## src/rtl/comm_pkg.sv

```systemverilog
// Shared types and constants for the host serial link.
package comm_pkg;

    typedef logic [7:0] byte_t;

    typedef enum logic {
        COLLECT_EMPTY,
        COLLECT_PARTIAL
    } collect_state_t;

    localparam int DEFAULT_WORD_BYTES = 4;
    localparam int INPUT_CLOCK_FREQ   = 100_000_000;

    function automatic int cycles_from_us(input int time_us);
        return time_us * (INPUT_CLOCK_FREQ / 1_000_000);
    endfunction

endpackage

```

## src/rtl/uart_word_assembler_timeout_counter.sv

```systemverilog
// Inactivity timer. It reloads on clear, counts down while enabled, and
// pulses expired in the cycle it would pass its terminal count.
module timeout_counter #(
    parameter int CYCLES = 100_000
) (
    input  logic clk_in,
    input  logic rst_in,
    input  logic clear,
    input  logic enable,
    output logic expired
);

    localparam int TW = (CYCLES > 1) ? $clog2(CYCLES) : 1;
    localparam logic [TW-1:0] LOAD = TW'(CYCLES - 1);

    logic [TW-1:0] remaining;

    assign expired = enable && !clear && (remaining == '0);

    always_ff @(posedge clk_in) begin
        if (rst_in || clear || expired) begin
            remaining <= LOAD;
        end else if (enable) begin
            remaining <= remaining - TW'(1);
        end
    end

endmodule

```

## src/rtl/uart_word_assembler.sv

```systemverilog
// Packs WORD_BYTES UART bytes (first byte in the low lane) into one word and
// hands it out over valid/ready, discarding partial words after inactivity.
//
// state           | meaning
// COLLECT_EMPTY   | no bytes of the next word held, timer parked
// COLLECT_PARTIAL | 1..WORD_BYTES-1 bytes held, timer running
module uart_word_assembler
    import comm_pkg::*;
#(
    parameter int WORD_BYTES     = DEFAULT_WORD_BYTES,
    parameter int TIMEOUT_CYCLES = cycles_from_us(1000)
) (
    input  logic                            clk_in,
    input  logic                            rst_in,
    input  logic                            new_byte_in,
    input  logic [7:0]                      byte_in,
    output logic [8*WORD_BYTES-1:0]         word_out,
    output logic                            word_valid_out,
    input  logic                            word_ready_in,
    output logic [$clog2(WORD_BYTES+1)-1:0] byte_count_out,
    output logic                            overflow_out,
    output logic                            timeout_out
);

    localparam int CW = $clog2(WORD_BYTES + 1);
    localparam logic [CW-1:0] LAST_LANE = CW'(WORD_BYTES - 1);

    logic [8*WORD_BYTES-1:0] collect;
    logic [8*WORD_BYTES-1:0] merged;
    collect_state_t          state;
    logic                    expired;
    logic                    slot_free;
    logic                    accept;

    assign state     = (byte_count_out == '0) ? COLLECT_EMPTY : COLLECT_PARTIAL;
    assign accept    = word_valid_out && word_ready_in;
    assign slot_free = !word_valid_out || word_ready_in;

    always_comb begin
        merged = collect;
        for (int k = 0; k < WORD_BYTES; k++) begin
            if (byte_count_out == CW'(k)) begin
                merged[8*k +: 8] = byte_in;
            end
        end
    end

    timeout_counter #(
        .CYCLES (TIMEOUT_CYCLES)
    ) u_timeout (
        .clk_in  (clk_in),
        .rst_in  (rst_in),
        .clear   (new_byte_in || (state == COLLECT_EMPTY)),
        .enable  (state == COLLECT_PARTIAL),
        .expired (expired)
    );

    always_ff @(posedge clk_in) begin
        if (rst_in) begin
            collect        <= '0;
            word_out       <= '0;
            word_valid_out <= 1'b0;
            byte_count_out <= '0;
            overflow_out   <= 1'b0;
            timeout_out    <= 1'b0;
        end else begin
            overflow_out <= 1'b0;
            timeout_out  <= 1'b0;
            if (accept) begin
                word_valid_out <= 1'b0;
            end
            if (new_byte_in) begin
                collect <= merged;
                if (byte_count_out == LAST_LANE) begin
                    byte_count_out <= '0;
                    if (slot_free) begin
                        word_out       <= merged;
                        word_valid_out <= 1'b1;
                    end else begin
                        overflow_out <= 1'b1;
                    end
                end else begin
                    byte_count_out <= byte_count_out + CW'(1);
                end
            end else if (expired) begin
                byte_count_out <= '0;
                timeout_out    <= 1'b1;
            end
        end
    end

endmodule

```

## config.mk

```make
export PLATFORM = sky130hd
export DESIGN_NAME = uart_word_assembler
export DESIGN_NICKNAME = d
export VERILOG_FILES = /design/src/rtl/comm_pkg.sv /design/src/rtl/uart_word_assembler_timeout_counter.sv /design/src/rtl/uart_word_assembler.sv
export SDC_FILE = /design/constraint.sdc
export NUM_CORES = 1
export LEC_CHECK = 0
export ABC_AREA = 1
export CAP_MARGIN = 20
export CORE_ASPECT_RATIO = 0.75
export CORE_MARGIN = 5
export CORE_UTILIZATION = 24
export CTS_CLUSTER_SIZE = 14
export DETAILED_ROUTE_END_ITERATION = 12
export SLEW_MARGIN = 20
export SYNTH_ARGS = -nofsm -noshare
export SYNTH_HDL_FRONTEND = slang
export SYNTH_HIERARCHICAL = 1
export SYNTH_SLANG_ARGS = --single-unit
```

## constraint.sdc

```tcl
create_clock -name clk_in -period 3 [get_ports clk_in]
set_input_delay 0.45 -clock clk_in [delete_from_list [all_inputs] [get_ports clk_in]]
set_output_delay 0.45 -clock clk_in [all_outputs]
set_load 0.05 [all_outputs]
```

# Word level (Yosys, flattened, before mapping)
# Cells that the tools add are included.
[classes] addsub=2 mul=0 div_mod_pow=0 order_cmp=0 eq_ne=3 shift=0 muxes=14 bitwise_logic=2 n_reduce_logical=15
[ops] operator="$mux 8" count=4
[ops] operator="$logic_not 17->1" count=1
[ops] operator="$sub 17x1->17 const B" count=1
[ops] operator="$mux 3" count=3
[ops] operator="$mux 1" count=7
[ops] operator="$eq 3x2->1 const B" count=2
[ops] operator="$logic_or 1x1->1" count=4
[ops] operator="$add 3x1->3 const B" count=1
[ops] operator="$eq 3x1->1 const B" count=1
[ops] operator="$logic_and 1x1->1" count=3
[ops] operator="$logic_not 3->1" count=1
[ops] operator="$reduce_and 3->1" count=1
[ops] operator="$reduce_or 3->1" count=1
[ops] operator="$logic_not 1->1" count=2
[ops] operator="$not 1->1" count=2
[ops] operator="$reduce_bool 2->1" count=1
[ops] operator="$reduce_or 2->1" count=1
[word_totals] regBits=87 latch_bits=0 mem_bits_rw=0 rom_bits=0 inputBits=12 output_inout_bits=38 wordCells=43 mem_count=0

# Depth between registers and ports, before layout
# Gate-level depths: netlist of the first run.
[depth] word_depth=7 mapped_depth=12 depth_no_buf=11

# By module
# The synthesis of the first run kept the hierarchy.
[modules_own_cells] module="uart_word_assembler" n_inst=1 cells_each=508 area_each_um2=3298.2 seq_area_each_um2=1401.3
[modules_own_cells] module="timeout_counter" n_inst=1 cells_each=142 area_each_um2=970.9 seq_area_each_um2=340.3

# Worst setup path before layout of the first run
# Ideal clock, no wire load.
[synth_timing] path_kind="register to register" start="register byte_count_out[0]" end="register byte_count_out[0]" setup_time_ps=117 t_arrival_ps=2379 required_ps=2883 slack_ps=504 path_stages_with_launch=12 path_buffers=1 synth_period_minus_slack_ps=2496 cell_sequence="dfxtp_1 > inv_1 > ha_1 > clkbuf_1 > nand2_2 > nand2_1 > nor3_2 > inv_1 > nor4_1 > nor2_1 > o21ai_0 > nor2_1"
[synth_between] word_cells_on_any_way=11 classes_between="add/sub (1); eq/ne (1); mux (3); reduce/logical (6)"
[synth_rtl] item="start: declaration" line="uart_word_assembler.sv:20" text="output logic [$clog2(WORD_BYTES+1)-1:0] byte_count_out,"
[synth_rtl] item="start signal: assignment" line="uart_word_assembler.sv:83" text="byte_count_out <= byte_count_out + CW'(1);"
[synth_rtl] item="$logic_not 3->1" line="uart_word_assembler.sv:35" text="assign state = (byte_count_out == '0) ? COLLECT_EMPTY : COLLECT_PARTIAL;"
[synth_rtl] item="$mux 1" line="uart_word_assembler.sv:35"
[synth_rtl] item="named net state" line="uart_word_assembler.sv:30" text="collect_state_t state;"
[synth_rtl] item="$logic_and 1x1->1 (2 in a row)" line="uart_word_assembler_timeout_counter.sv:18" text="assign expired = enable && !clear && (remaining == '0);"
[synth_rtl] item="named net expired" line="uart_word_assembler.sv:31" text="logic expired;"
[synth_rtl] item="$reduce_bool 2->1 (no line)"
# The timed path passes the listed nets, and every way through them passes these cells.
# A chain may end at the register's enable or synchronous reset.

# Final worst setup path of the first run
# Same ends and word-level chain as after synthesis.

==> run summary, run 1 <==
Measured in cells, the most critical reg-to-reg path has a length of 10. The final critical path takes up 80.0% of the cycle. For this design the total switching power over the nets is 682 uW. For this design the static power due to leakage is 2.48 nW. After synthesis, the largest family of logic cells by area is simple AND/OR/NAND/NOR gates. Routability-driven placement finished with a final weighted congestion of 0.778.

Setup repair after global routing left no endpoint under its margin. The vias after detailed routing is 3801. The worst hold path begins at u_timeout/remaining[16].

The die covers 20600 sq um. The logs give 10.7% for the total global routing track utilization and 42 for the floorplan row count. STA puts the critical path data required time at 3.23 ns. On the final layout, the worst clock skew is 0.00351 ns.

The basic-gate share of the synthesized area counting and, or, nand and nor cells was 40.2%. The H-tree generated during clock tree synthesis spans 3 levels. The final number of max-transition violations was 0; the number of register bits inferred by synthesis was 87. The tools report the capture instance of the worst register-to-register path as byte_count_out[0].

Per report_power, the combinational group accounts for 11.7% of the total. The maximum buffer depth of the clock tree came out at 2. TritonCTS built the clock tree. The run gives 17600 sq um as the core footprint.

The highest cell delay on the worst timing path came out at 0.46 ns. Part of the total power dissipated in the clock network: 44.5%. The worst hold path belongs to the class register to register. The count of buffering cells on the critical path with inverters included was 2. Dividing the detail-routed via count by the number of cells gives 4.05.

The height of the die is 126 microns. The logs give 43.8% for the sequential cell fraction of total power and 0.34 ns for the later-pin clock latency in the skew report. In the synthesized netlist, mux cells make up 0% of the area.

The worst register-to-register path begins at byte_count_out[0]. TritonCTS created 9 clock buffers. The antenna violation net count after detailed routing is 0. The logs give 0.000302 V for the peak supply drop and 30.0% for the share of the core filled with cells. Broken down by cell family, the worst path's largest delay share belongs to simple AND/OR/NAND/NOR gates. For this design the top-level I/O count stands at 50.

Headroom to the max-slew limit came out at 57.1%. The mapped netlist covers 4270 sq um. Power spread over the standard cell area amounts to 522 nW/um^2. Walking the worst path, the cells encountered are inv_1 > ha_1 > nand2_2 > nand2_1 > nor3_2 > inv_1 > nor4_1 > nor2_1 > o21ai_0 > nor2_1. For the pin with the worst max-slew slack, the measured transition is 0.643 ns.

Entering global routing, the biggest net connects 51 pins. Summed over all layers, the routed wires come to 10400 microns. The number of nets in the synthesized netlist is 667. In this run switching power makes up 24.8% of total power. The smallest clock period supported by the final layout is computed as 2.40 ns. Setup violations remaining at the end of the flow were counted as 0. STA classifies the critical path endpoint as a register. The first routing iteration left 210 violations.

The logs give 40.8% for the share of synthesized area occupied by flip-flops and latches and 4 for the detailed-routing iteration count for the pre-antenna-repair pass. For this run the aggregate overflow at the end of global routing stands at 0. After clock tree synthesis, the setup repair step added 0 buffers.

The number of nets at the end of the flow was 709; the clock transition at the register clock pins on the worst setup and hold paths after CTS was 0.06 ns. For this run, the number of Yosys warnings is 6. The logs give 650 for the number of instances in the synthesized netlist and 31 for the post-synthesis cell type count. The number of antenna diodes in the final layout is 0. The start-to-end type of the worst setup path was register to register. The total of max-cap violations is 0. Data arrives at the worst endpoint at 2.63 ns.

Dividing the detail-routed wire length by the instance count gives 11.1 microns. The synthesized-area fraction occupied by ao, oa, aoi and oai cells is 5.36%, and the clock sink total is 87. The internal cell power came out at 2.07 mW. The post-detailed-route DRC marker count was 0. The final number of hold-violating endpoints was 0; the maximum clock rate was 416 MHz. Along the worst path, the maximum fanout reaches 13. The category of the worst setup path launch point was a register. Port buffer count: 49.

The slowest stage cell on the critical path was sky130_fd_sc_hd__nor4_1. In the final layout, the share of cells above drive strength 1 is 7.32%. The worst register-to-register path has a setup slack of 0.60 ns.

After legalization and detailed placement, the total HPWL measured 7390 microns. The wire length of the first global-routing pass came out at 17800 microns. The filler cells instantiated in the layout total 1987.

Measured along the x axis, the die boundary spans 164 microns. Buffers inserted to repair hold after CTS numbered 0. Fraction of the mapped netlist area in adder cells: 1.47%. The number of gates resized after CTS was 0. For the initial antenna violation count, the log shows 0. The xor and xnor area share after synthesis is 0.410%, and the area added between synthesis and finish is 23.5%. Setup total negative slack on the finished layout was measured at 0 ns. A synthesized cell averages 6.57 sq um.

The worst hold path was traced through 2 stages. The run gives 3600 as the number of global-route vias before repair. The run finished with clean final reports. The path with the worst hold slack has its endpoint at u_timeout/remaining[16].

The cell sitting at the root of the clock tree is a sky130_fd_sc_hd__clkbuf_16. Effective utilization at floorplan: 24.3%.
worst register-to-register path, cell delays in order (launching register included):
cell and delay [ns]:
sky130_fd_sc_hd__dfxtp_1 0.39, sky130_fd_sc_hd__inv_1 0.10, sky130_fd_sc_hd__ha_1 0.32, sky130_fd_sc_hd__nand2_2 0.26, sky130_fd_sc_hd__nand2_1 0.13, sky130_fd_sc_hd__nor3_2 0.23
sky130_fd_sc_hd__inv_1 0.06, sky130_fd_sc_hd__nor4_1 0.46, sky130_fd_sc_hd__nor2_1 0.10, sky130_fd_sc_hd__o21ai_0 0.17, sky130_fd_sc_hd__nor2_1 0.06
per-layer routing:
| metal | GRT usage, % | vias to the layer above | wire length [microns] |
|---|---|---|---|
| met2 | 15.5 | 84 | 4180 |
| met4 | 3.60 | 0 | 201 |
| met3 | 3.09 | 13 | 810 |
| met1 | 15.1 | 1655 | 5230 |
| met5 | 0 | - | 0 |
| li1 | - | 2049 | - |
power groups by stage:
stage          Sequential (mW)  Combinational, mW  Clock, mW
2_1_floorplan             1.27              0.199          0
3_3_place_gp              1.23              0.325          0
4_1_cts                   1.21              0.327       1.26
3_5_place_dp              1.23              0.324          0
6_report                  1.21              0.323       1.22
5_1_grt                   1.21              0.370       1.31
how the worst max path moves through the flow:
stage | start | to | slack (ns) | cells past startpoint
3_3_place_gp | byte_count_out[0] | byte_count_out[0] | 0.73 | 10
2_1_floorplan | byte_count_out[0] | byte_count_out[0] | 0.50 | 11
5_1_grt | byte_count_out[0] | byte_count_out[0] | 0.41 | 10
6_report | byte_count_out[0] | byte_count_out[0] | 0.60 | 10
3_5_place_dp | byte_count_out[0] | byte_count_out[0] | 0.64 | 10
4_1_cts | byte_count_out[0] | byte_count_out[0] | 0.60 | 10
stage by stage:
stage | hold WS, ns | cell area (sq um) | setup slack, ns | instances | power (mW)
floorplan | 0.441 | 4270 | 0.504 | 650 | 1.46
global placement | 0.459 | 4950 | 0.728 | 923 | 1.56
detailed placement | 0.468 | 4950 | 0.642 | 923 | 1.56
CTS | 0.478 | 5270 | 0.600 | 939 | 2.80
global route | 0.502 | 5270 | 0.405 | 939 | 2.89
finish | 0.475 | 5270 | 0.599 | 939 | 2.75
placed cells by master, fill, tap and decap left out, types with 2 or more instances in the layout:
cell type / Yosys / routed
sky130_fd_sc_hd__nand2_1: 226 / 226
sky130_fd_sc_hd__nor2_1: 92 / 92
sky130_fd_sc_hd__dfxtp_1: 87 / 87
sky130_fd_sc_hd__inv_1: 85 / 85
sky130_fd_sc_hd__clkdlybuf4s50_1: 0 / 49
sky130_fd_sc_hd__nand3_1: 48 / 48
sky130_fd_sc_hd__a21oi_1: 29 / 29
sky130_fd_sc_hd__o21ai_0: 12 / 12
sky130_fd_sc_hd__clkbuf_16: 0 / 9
sky130_fd_sc_hd__buf_4: 1 / 6
sky130_fd_sc_hd__nor2_2: 6 / 6
sky130_fd_sc_hd__nand3_2: 6 / 6
sky130_fd_sc_hd__ha_1: 5 / 5
sky130_fd_sc_hd__nand2_2: 4 / 4
sky130_fd_sc_hd__inv_2: 4 / 4
sky130_fd_sc_hd__nor2_4: 4 / 4
sky130_fd_sc_hd__nand3_4: 2 / 2
sky130_fd_sc_hd__clkbuf_8: 0 / 2
sky130_fd_sc_hd__bufinv_16: 0 / 2
sky130_fd_sc_hd__clkbuf_1: 10 / 2
sky130_fd_sc_hd__or2_1: 2 / 2
sky130_fd_sc_hd__nand4_1: 2 / 2
sky130_fd_sc_hd__xor2_1: 2 / 2
area by class of cell:
type	count	area, sq um	share of cell area, %
Tap cell	242	303	5.74
Sequential cell	87	1740	33.0
Clock inverter	3	65.1	1.23
Inverter	91	344	6.53
Multi-Input combinational cell	448	2020	38.4
Timing Repair Buffer	55	536	10.2
Clock buffer	13	260	4.94
cell families (layout without fill, tap and decap cells):
group                    count (synthesis)  in the layout
AND/OR/NAND/NOR                        397            397
buffers and inverters                  115            162
AO/OA/AOI/OAI                           44             44
XOR/XNOR                                 2              2
adder cells (fa/ha/maj)                  5              5
flip-flops                              87             87
flip-flops by register name, summed over array words and instances, names as in the netlist:
name,flops
word_out,32
collect,32
word_valid_out,1
byte_count_out,3
overflow_out,1
timeout_out,1
u_timeout/remaining,17
cell usage after synthesis, drive strengths merged:
cell    instances  area, sq um
nor2          103          448
a21oi          29          145
o21ai          13         68.8
o21a            1         7.51
nor4            1         6.26
inv            90          340
xor2            2         17.5
nor3            2         15.0
nand3          56          335
or2             2         12.5
o21bai          1         7.51
clkbuf         10         37.5
buf            14          123
dfxtp          87         1740
ha              5         62.6
nand4           2         12.5
nand2         231          885
clkinv          1         3.75
No activity file was read; power rests on OpenSTA's default activity.
==> run 2: changes to the inputs <==
clock period = 2.48 ns   (was 3 ns; I/O delays follow)
==> run 2 against run 1 <==
Register-to-register slack worse by 0.19 ns. Sequential power up 21%. Worst setup slack worse by 0.19 ns. Die area unchanged. Fmax up 16%. Total power up 18%. Core utilization about the same. Design area about the same. Hold slack worse by 0.011 ns. Combinational power up 23%.
==> run summary, run 2 (synthesis results as in run 1) <==
Summing over every cut layer, the via total after detailed routing is 3798. For the final total negative setup slack, the log shows 0 ns. From bottom edge to top edge, the die measures 126 microns. Clock-pin slew was measured on the worst setup and hold paths at 0.06 ns.

The run gives 0 as the initial antenna violation count. For this run, the number of standard cells in the final layout without fillers is 942. Kind of capture point of the worst setup path: a register.

The width of the die is 164 microns. Dividing total power by cell area gives a power density of 614 nW/um^2. Traced cell by cell, the critical path runs through inv_1 > ha_1 > nand2_2 > nand2_1 > nor3_2 > inv_1 > nor4_1 > nor2_1 > o21ai_0 > nor2_1. The area added between synthesis and finish came out at 23.6%.

Once detail routing completed, the nets flagged for antenna violations numbered 0. The register-to-register setup slack is 0.41 ns, and the cell area after placement is 4980 sq um. The worst pin sits at a relative slew slack of 62.9%. The total of max-cap violations is 0. Data arrives at the worst endpoint at 2.31 ns. The startpoint identified for the worst register-to-register timing path is byte_count_out[1]. The min-delay analysis places its worst path in the category register to register.

The library cell used most frequently in the layout, excluding fill and tap cells, is sky130_fd_sc_hd__nand2_1. The slowest stage of the critical path is the sky130_fd_sc_hd__nor4_1 cell. Once layout is done, the placed cells without fillers occupy 5280 sq um. The required time of the critical path is 2.71 ns, and the share of the cycle needed by the critical path after routing is 83.6%. Across the VDD grid, the largest voltage drop is 0.000284 V. Count of cells along the worst hold path: 2. The final number of hold-violating endpoints is 0.

In this run the standard cell core region covers 17600 sq um. After detailed routing, the number of vias per cell comes to 4.03. Pin placement for this block handled 50 I/O pins. For this configuration, the core starts out at a cell density of 24.3%.

The first global-routing pass estimated 17100 microns of wire. The worst setup path is launched from a register. For this run, design rule violations remaining after detail routing come to 0.

TritonCTS created 9 clock buffers. Capture instance of the worst register-to-register path: byte_count_out[0]. The tools report the number of global-route vias before repair as 3316.

The first detailed-routing pass took 5 iterations. The total die area was 20600 sq um. The logs give 0.34 ns for the later-pin clock latency in the skew report and 0.00699 ns for the worst clock skew. The total global routing track utilization is 10.3%.

The worst hold slack is 0.464 ns. The clock period could shrink to 2.07 ns. The total setup buffers inserted after CTS was 0; the maximum number of pins on one net before global-route repair was 39. For this design, the CTS-stage hold fixing added 0 buffers. In the final layout, the registers with the most flip-flops are collect x32, word_out x32, u_timeout/remaining x17. The repair_antennas step left the layout with diodes totalling 0. For this run, the share of the core covered by cells in the final layout is 30.1%. The detailed-route wire length per cell is 11.2 microns. After global routing the overflow that remains totals 0.

The tools report the number of nets at the end of the flow as 713. For the floorplan row count, the log shows 42. Maximum buffer depth of the clock tree: 2.

The number of placed instances, taps included, is 927. On the worst path, the slowest cell contributes a delay of 0.44 ns. TritonCTS built the clock tree.

In this run the worst path has a maximum fanout of 5. Worst hold path startpoint: u_timeout/remaining[16]. The library cells used most frequently in the layout, excluding fill and tap cells, are sky130_fd_sc_hd__nand2_1, sky130_fd_sc_hd__nor2_1, sky130_fd_sc_hd__dfxtp_1. Setup violations remaining at the end of the flow were counted as 0. The congestion estimate from routability-driven global placement came to 0.761. The multi-input logic area was 2020 sq um. Wires add up to 10500 microns. The level count of the clock H-tree is 3. Maximum clock rate: 482 MHz. The run finished with clean final reports.

Cell at the root of the clock tree: sky130_fd_sc_hd__clkbuf_16. For the pin with the worst max-slew slack, the measured transition is 0.555 ns. The first routing iteration left 315 violations. For this design the static power due to leakage is 2.48 nW.

The critical path is of the register to register type. Clock sink total: 87. Setup repair after global routing left no endpoint under its margin. Counting cells, the worst reg-to-reg path comes to 10. The hold path endpoint is u_timeout/remaining[16]. The post-DP HPWL was 7440 microns; the proportion of layout cells with a drive suffix above 1 was 8.00%.

The final number of max-transition violations came out at 0. The number of cells upsized or downsized after cts came out at 0. In this run the tool buffered the top-level ports with 49 buffer cells.

The layout filler cell count was 1927; the sequential cell area was 1740 sq um.
-- run 2: cell count changes in the layout (fill, tap and decap cells not counted), sizes merged --
cell,delta
buf,+4
clkbuf,-1
bufinv,-1
clkinvlp,+1
-- run 2: through the flow --
stage	total power, mW	setup slack (ns)
after global routing	3.40	0.182
after CTS	3.28	0.404
after floorplan	1.77	0.0288
final	3.24	0.407
after global placement	1.89	0.343
after detailed placement	1.89	0.291
-- run 2: metal layers --
layer,up-vias,wire length [microns],GRT usage (%)
met5,-,0,0
met4,0,114,2.66
met3,9,637,3.09
met2,76,4320,14.4
met1,1650,5430,15.3
li1,2063,-,-
-- run 2: worst max path at each step --
stage,from,end,cells after the start
after floorplan,byte_count_out[1],byte_count_out[0],11
after CTS,byte_count_out[1],byte_count_out[0],10
final,byte_count_out[1],byte_count_out[0],10
after global placement,new_byte_in,byte_count_out[0],9
after detailed placement,new_byte_in,byte_count_out[0],9
after global routing,byte_count_out[1],byte_count_out[0],10
-- run 2: worst max-delay path, delay by kind of cell, from the launching register on --
| family | cells | cell delay, ns |
|---|---|---|
| adders and majority gates | 1 | 0.21 |
| AOI/OAI and AO/OA | 1 | 0.16 |
| buffers and inverters | 2 | 0.14 |
| DFF | 1 | 0.40 |
| and+or+nand+nor | 6 | 1.04 |
-- run 2: layout make-up --
cell class | instances | share of cell area [%]
Clock buffer | 12 | 4.86
Clock inverter | 3 | 0.806
Inverter | 91 | 6.52
Multi-Input combinational cell | 448 | 38.3
Sequential cell | 87 | 33.0
Tap cell | 242 | 5.74
Timing Repair Buffer | 59 | 10.7
-- run 2: power breakdown --
part | switching, mW | total [mW] | internal (mW)
logic | 0.266 | 0.398 | 0.132
clock network | 0.553 | 1.38 | 0.829
registers | 0.0168 | 1.46 | 1.44
==> run 3: changes to the inputs <==
clock period = 2.1 ns   (was 2.48 ns; I/O delays follow)
==> run 3 against run 2 <==
Hold slack improved by 0.013 ns. Via count increased by 0.24%. Routed wire length increased by 2.0%. Final cell count increased by 0.21%. Fmax increased by 10%. Sequential power increased by 18%. Non-clock buffer count increased by 1. Register-to-register slack got worse by 0.19 ns. Largest cell class unchanged.
==> run summary, run 3 (synthesis results as in run 1) <==
For the maximum buffer depth of the clock tree, the log shows 2. Net switching is 25.7% of the power. Level count of the clock H-tree: 3. From left edge to right edge, the die measures 164 microns. In this run the clock root is driven by a sky130_fd_sc_hd__clkbuf_16.

After filler insertion, the fill cell instance count of the layout stands at 1975. Once detailed placement completed, the half-perimeter wirelength came to 7690 microns. The part of the total power dissipated in the clock network came out at 44.6%. The logs give 18100 microns for the wire length of the first global-routing pass and 0 for the overall overflow remaining after global route. The total die area is 20600 sq um, and the required time of the critical path is 2.33 ns. For this configuration, the core starts out at a cell density of 24.3%. The vias after detailed routing came out at 3807. For the detailed-routing iteration count for the pre-antenna-repair pass, the log shows 4. Headroom to the max-slew limit came out at 64.1%.

Setup total negative slack on the finished layout was measured at 0 ns. The largest registers in the layout are collect x32, word_out x32, u_timeout/remaining x17. In this run, CTS created clock tree buffers numbering 9. Buffers inserted to repair hold after CTS numbered 0.

After layout, the worst path uses 89.7% of the clock period. The run gives 0.00817 ns as the worst clock skew. The final number of hold-violating endpoints was 0; the count of cells along the worst register-to-register path was 10.

The area added between synthesis and finish was 25.2%; the internal cell power was 2.94 mW. The tool flagged a number of max-cap violations equal to 0. Setup repair after global routing left no endpoint under its margin. During placement, the flow inserted port buffers numbering 49.

The logs give 17600 sq um for the core footprint and 0 for the total setup buffers inserted after CTS. The endpoint arrival time on the critical path was 2.12 ns; the later-pin clock latency in the skew report was 0.34 ns. The clock sink total was 87; the peak supply drop was 0.000333 V. Clock-pin slew was measured on the worst setup and hold paths at 0.06 ns. The worst slack after detailed placement came out at 0.107 ns. The library cell used most frequently in the layout, excluding fill and tap cells, is sky130_fd_sc_hd__nand2_1. At the pin with the least slew margin, the transition time is 0.538 ns.

Sequential cell fraction of total power: 43.5%. STA classifies the critical path endpoint as a register. In the final design database the tool counted 714 nets. Timing would allow up to 531 MHz. The antenna violation net count after detailed routing is 0, and the final period demand of the worst path is 1.88 ns. The number of DRC markers in iteration 0 is 220, and the combinational share of power is 11.9%.

Summed over all layers, the routed wires come to 10700 microns. In this run the worst path has a maximum fanout of 6. Once the clock tree was built, the resizer swapped 0 gates to a different size. In the final routed layout, each cell accounts on average for 11.4 microns.

The logs give 3561 for the number of global-route vias before repair and 42 for the floorplan row count. After layout, the worst setup slack is 0.217 ns. For the initial antenna violation count, the log shows 0.

Power spread over the standard cell area amounts to 741 nW/um^2. The run gives 1.02 mW as the switching power. For the total global routing track utilization, the log shows 10.8%. For this design the top-level I/O count stands at 50. In the final layout, the share of cells above drive strength 1 is 8.83%. For this design the static power due to leakage is 2.51 nW. TritonCTS built the clock tree.

The flow ran to the end, and the final reports show no timing, DRC or antenna violations. In the routed layout, each cell is associated on average with a via count of 4.03. The run gives 0 as the final antenna diode count.

The critical path is of the register to register type. The worst setup path is launched from a register. The tools report the routability congestion estimate as 0.777. In the layout the commonest cells are sky130_fd_sc_hd__nand2_1, sky130_fd_sc_hd__nor2_1, sky130_fd_sc_hd__inv_1.

The count of cells along the worst hold path works out to 2. The min-delay analysis places its worst path in the category register to register. Setup violations remaining at the end of the flow were counted as 0.

The die is 126 microns tall. The logs give 0 for the final number of max-transition violations and 944 for the number of non-filler instances in the completed layout. Entering global routing, the biggest net connects 51 pins. The tools report the post-detailed-route DRC marker count as 0. For the total instance count after detailed placement, the log shows 928.
## run 3: critical path: stages (launching register included)
cell and delay, ns:
sky130_fd_sc_hd__dfxtp_4 0.37, sky130_fd_sc_hd__inv_1 0.07, sky130_fd_sc_hd__ha_1 0.22, sky130_fd_sc_hd__nand2_2 0.14, sky130_fd_sc_hd__nand2_1 0.11, sky130_fd_sc_hd__nor3_2 0.22
sky130_fd_sc_hd__inv_1 0.07, sky130_fd_sc_hd__nor4_2 0.27, sky130_fd_sc_hd__nor2_1 0.09, sky130_fd_sc_hd__o21ai_0 0.15, sky130_fd_sc_hd__nor2_1 0.06
## run 3: final cells by class
class	instances	area [sq um]	share of cell area [%]
Clock buffer	10	239	4.47
Sequential cell	87	1750	32.7
Inverter	91	344	6.44
Multi-Input combinational cell	448	2030	38.0
Tap cell	242	303	5.66
Timing Repair Buffer	60	586	11.0
Clock inverter	6	93.8	1.76
## run 3: path summary, 6_finish.rpt
| path | from | to | slack, ns |
|---|---|---|---|
| max | byte_count_out[0] | byte_count_out[0] | 0.22 |
| min | u_timeout/remaining[16] | u_timeout/remaining[16] | 0.48 |
| max reg2reg | byte_count_out[0] | byte_count_out[0] | 0.22 |
| min reg2reg | u_timeout/remaining[16] | u_timeout/remaining[16] | 0.48 |
## run 3: per-layer routing
layer  share of wire (%)  GRT usage, %
met1                  49          15.1
met2                  41          15.8
met3                 7.8          3.55
met4                 1.3          3.30
met5                   0             0
## run 3: through the flow
step	util, %	area [sq um]	hold slack [ns]	power (mW)
3_5_place_dp	28.6	5010	0.458	2.24
6_report	30.5	5350	0.477	3.96
3_3_place_gp	28.6	5010	0.463	2.24
2_1_floorplan	-	4280	0.441	2.09
4_1_cts	30.5	5350	0.484	4.02
5_1_grt	30.5	5350	0.507	4.16
## run 3: power by group through the flow
stage | combinational (mW) | sequential [mW] | clock, mW
3_3_place_gp | 0.475 | 1.76 | 0
6_report | 0.473 | 1.72 | 1.77
5_1_grt | 0.543 | 1.73 | 1.89
4_1_cts | 0.478 | 1.72 | 1.82
2_1_floorplan | 0.284 | 1.81 | 0
3_5_place_dp | 0.475 | 1.76 | 0
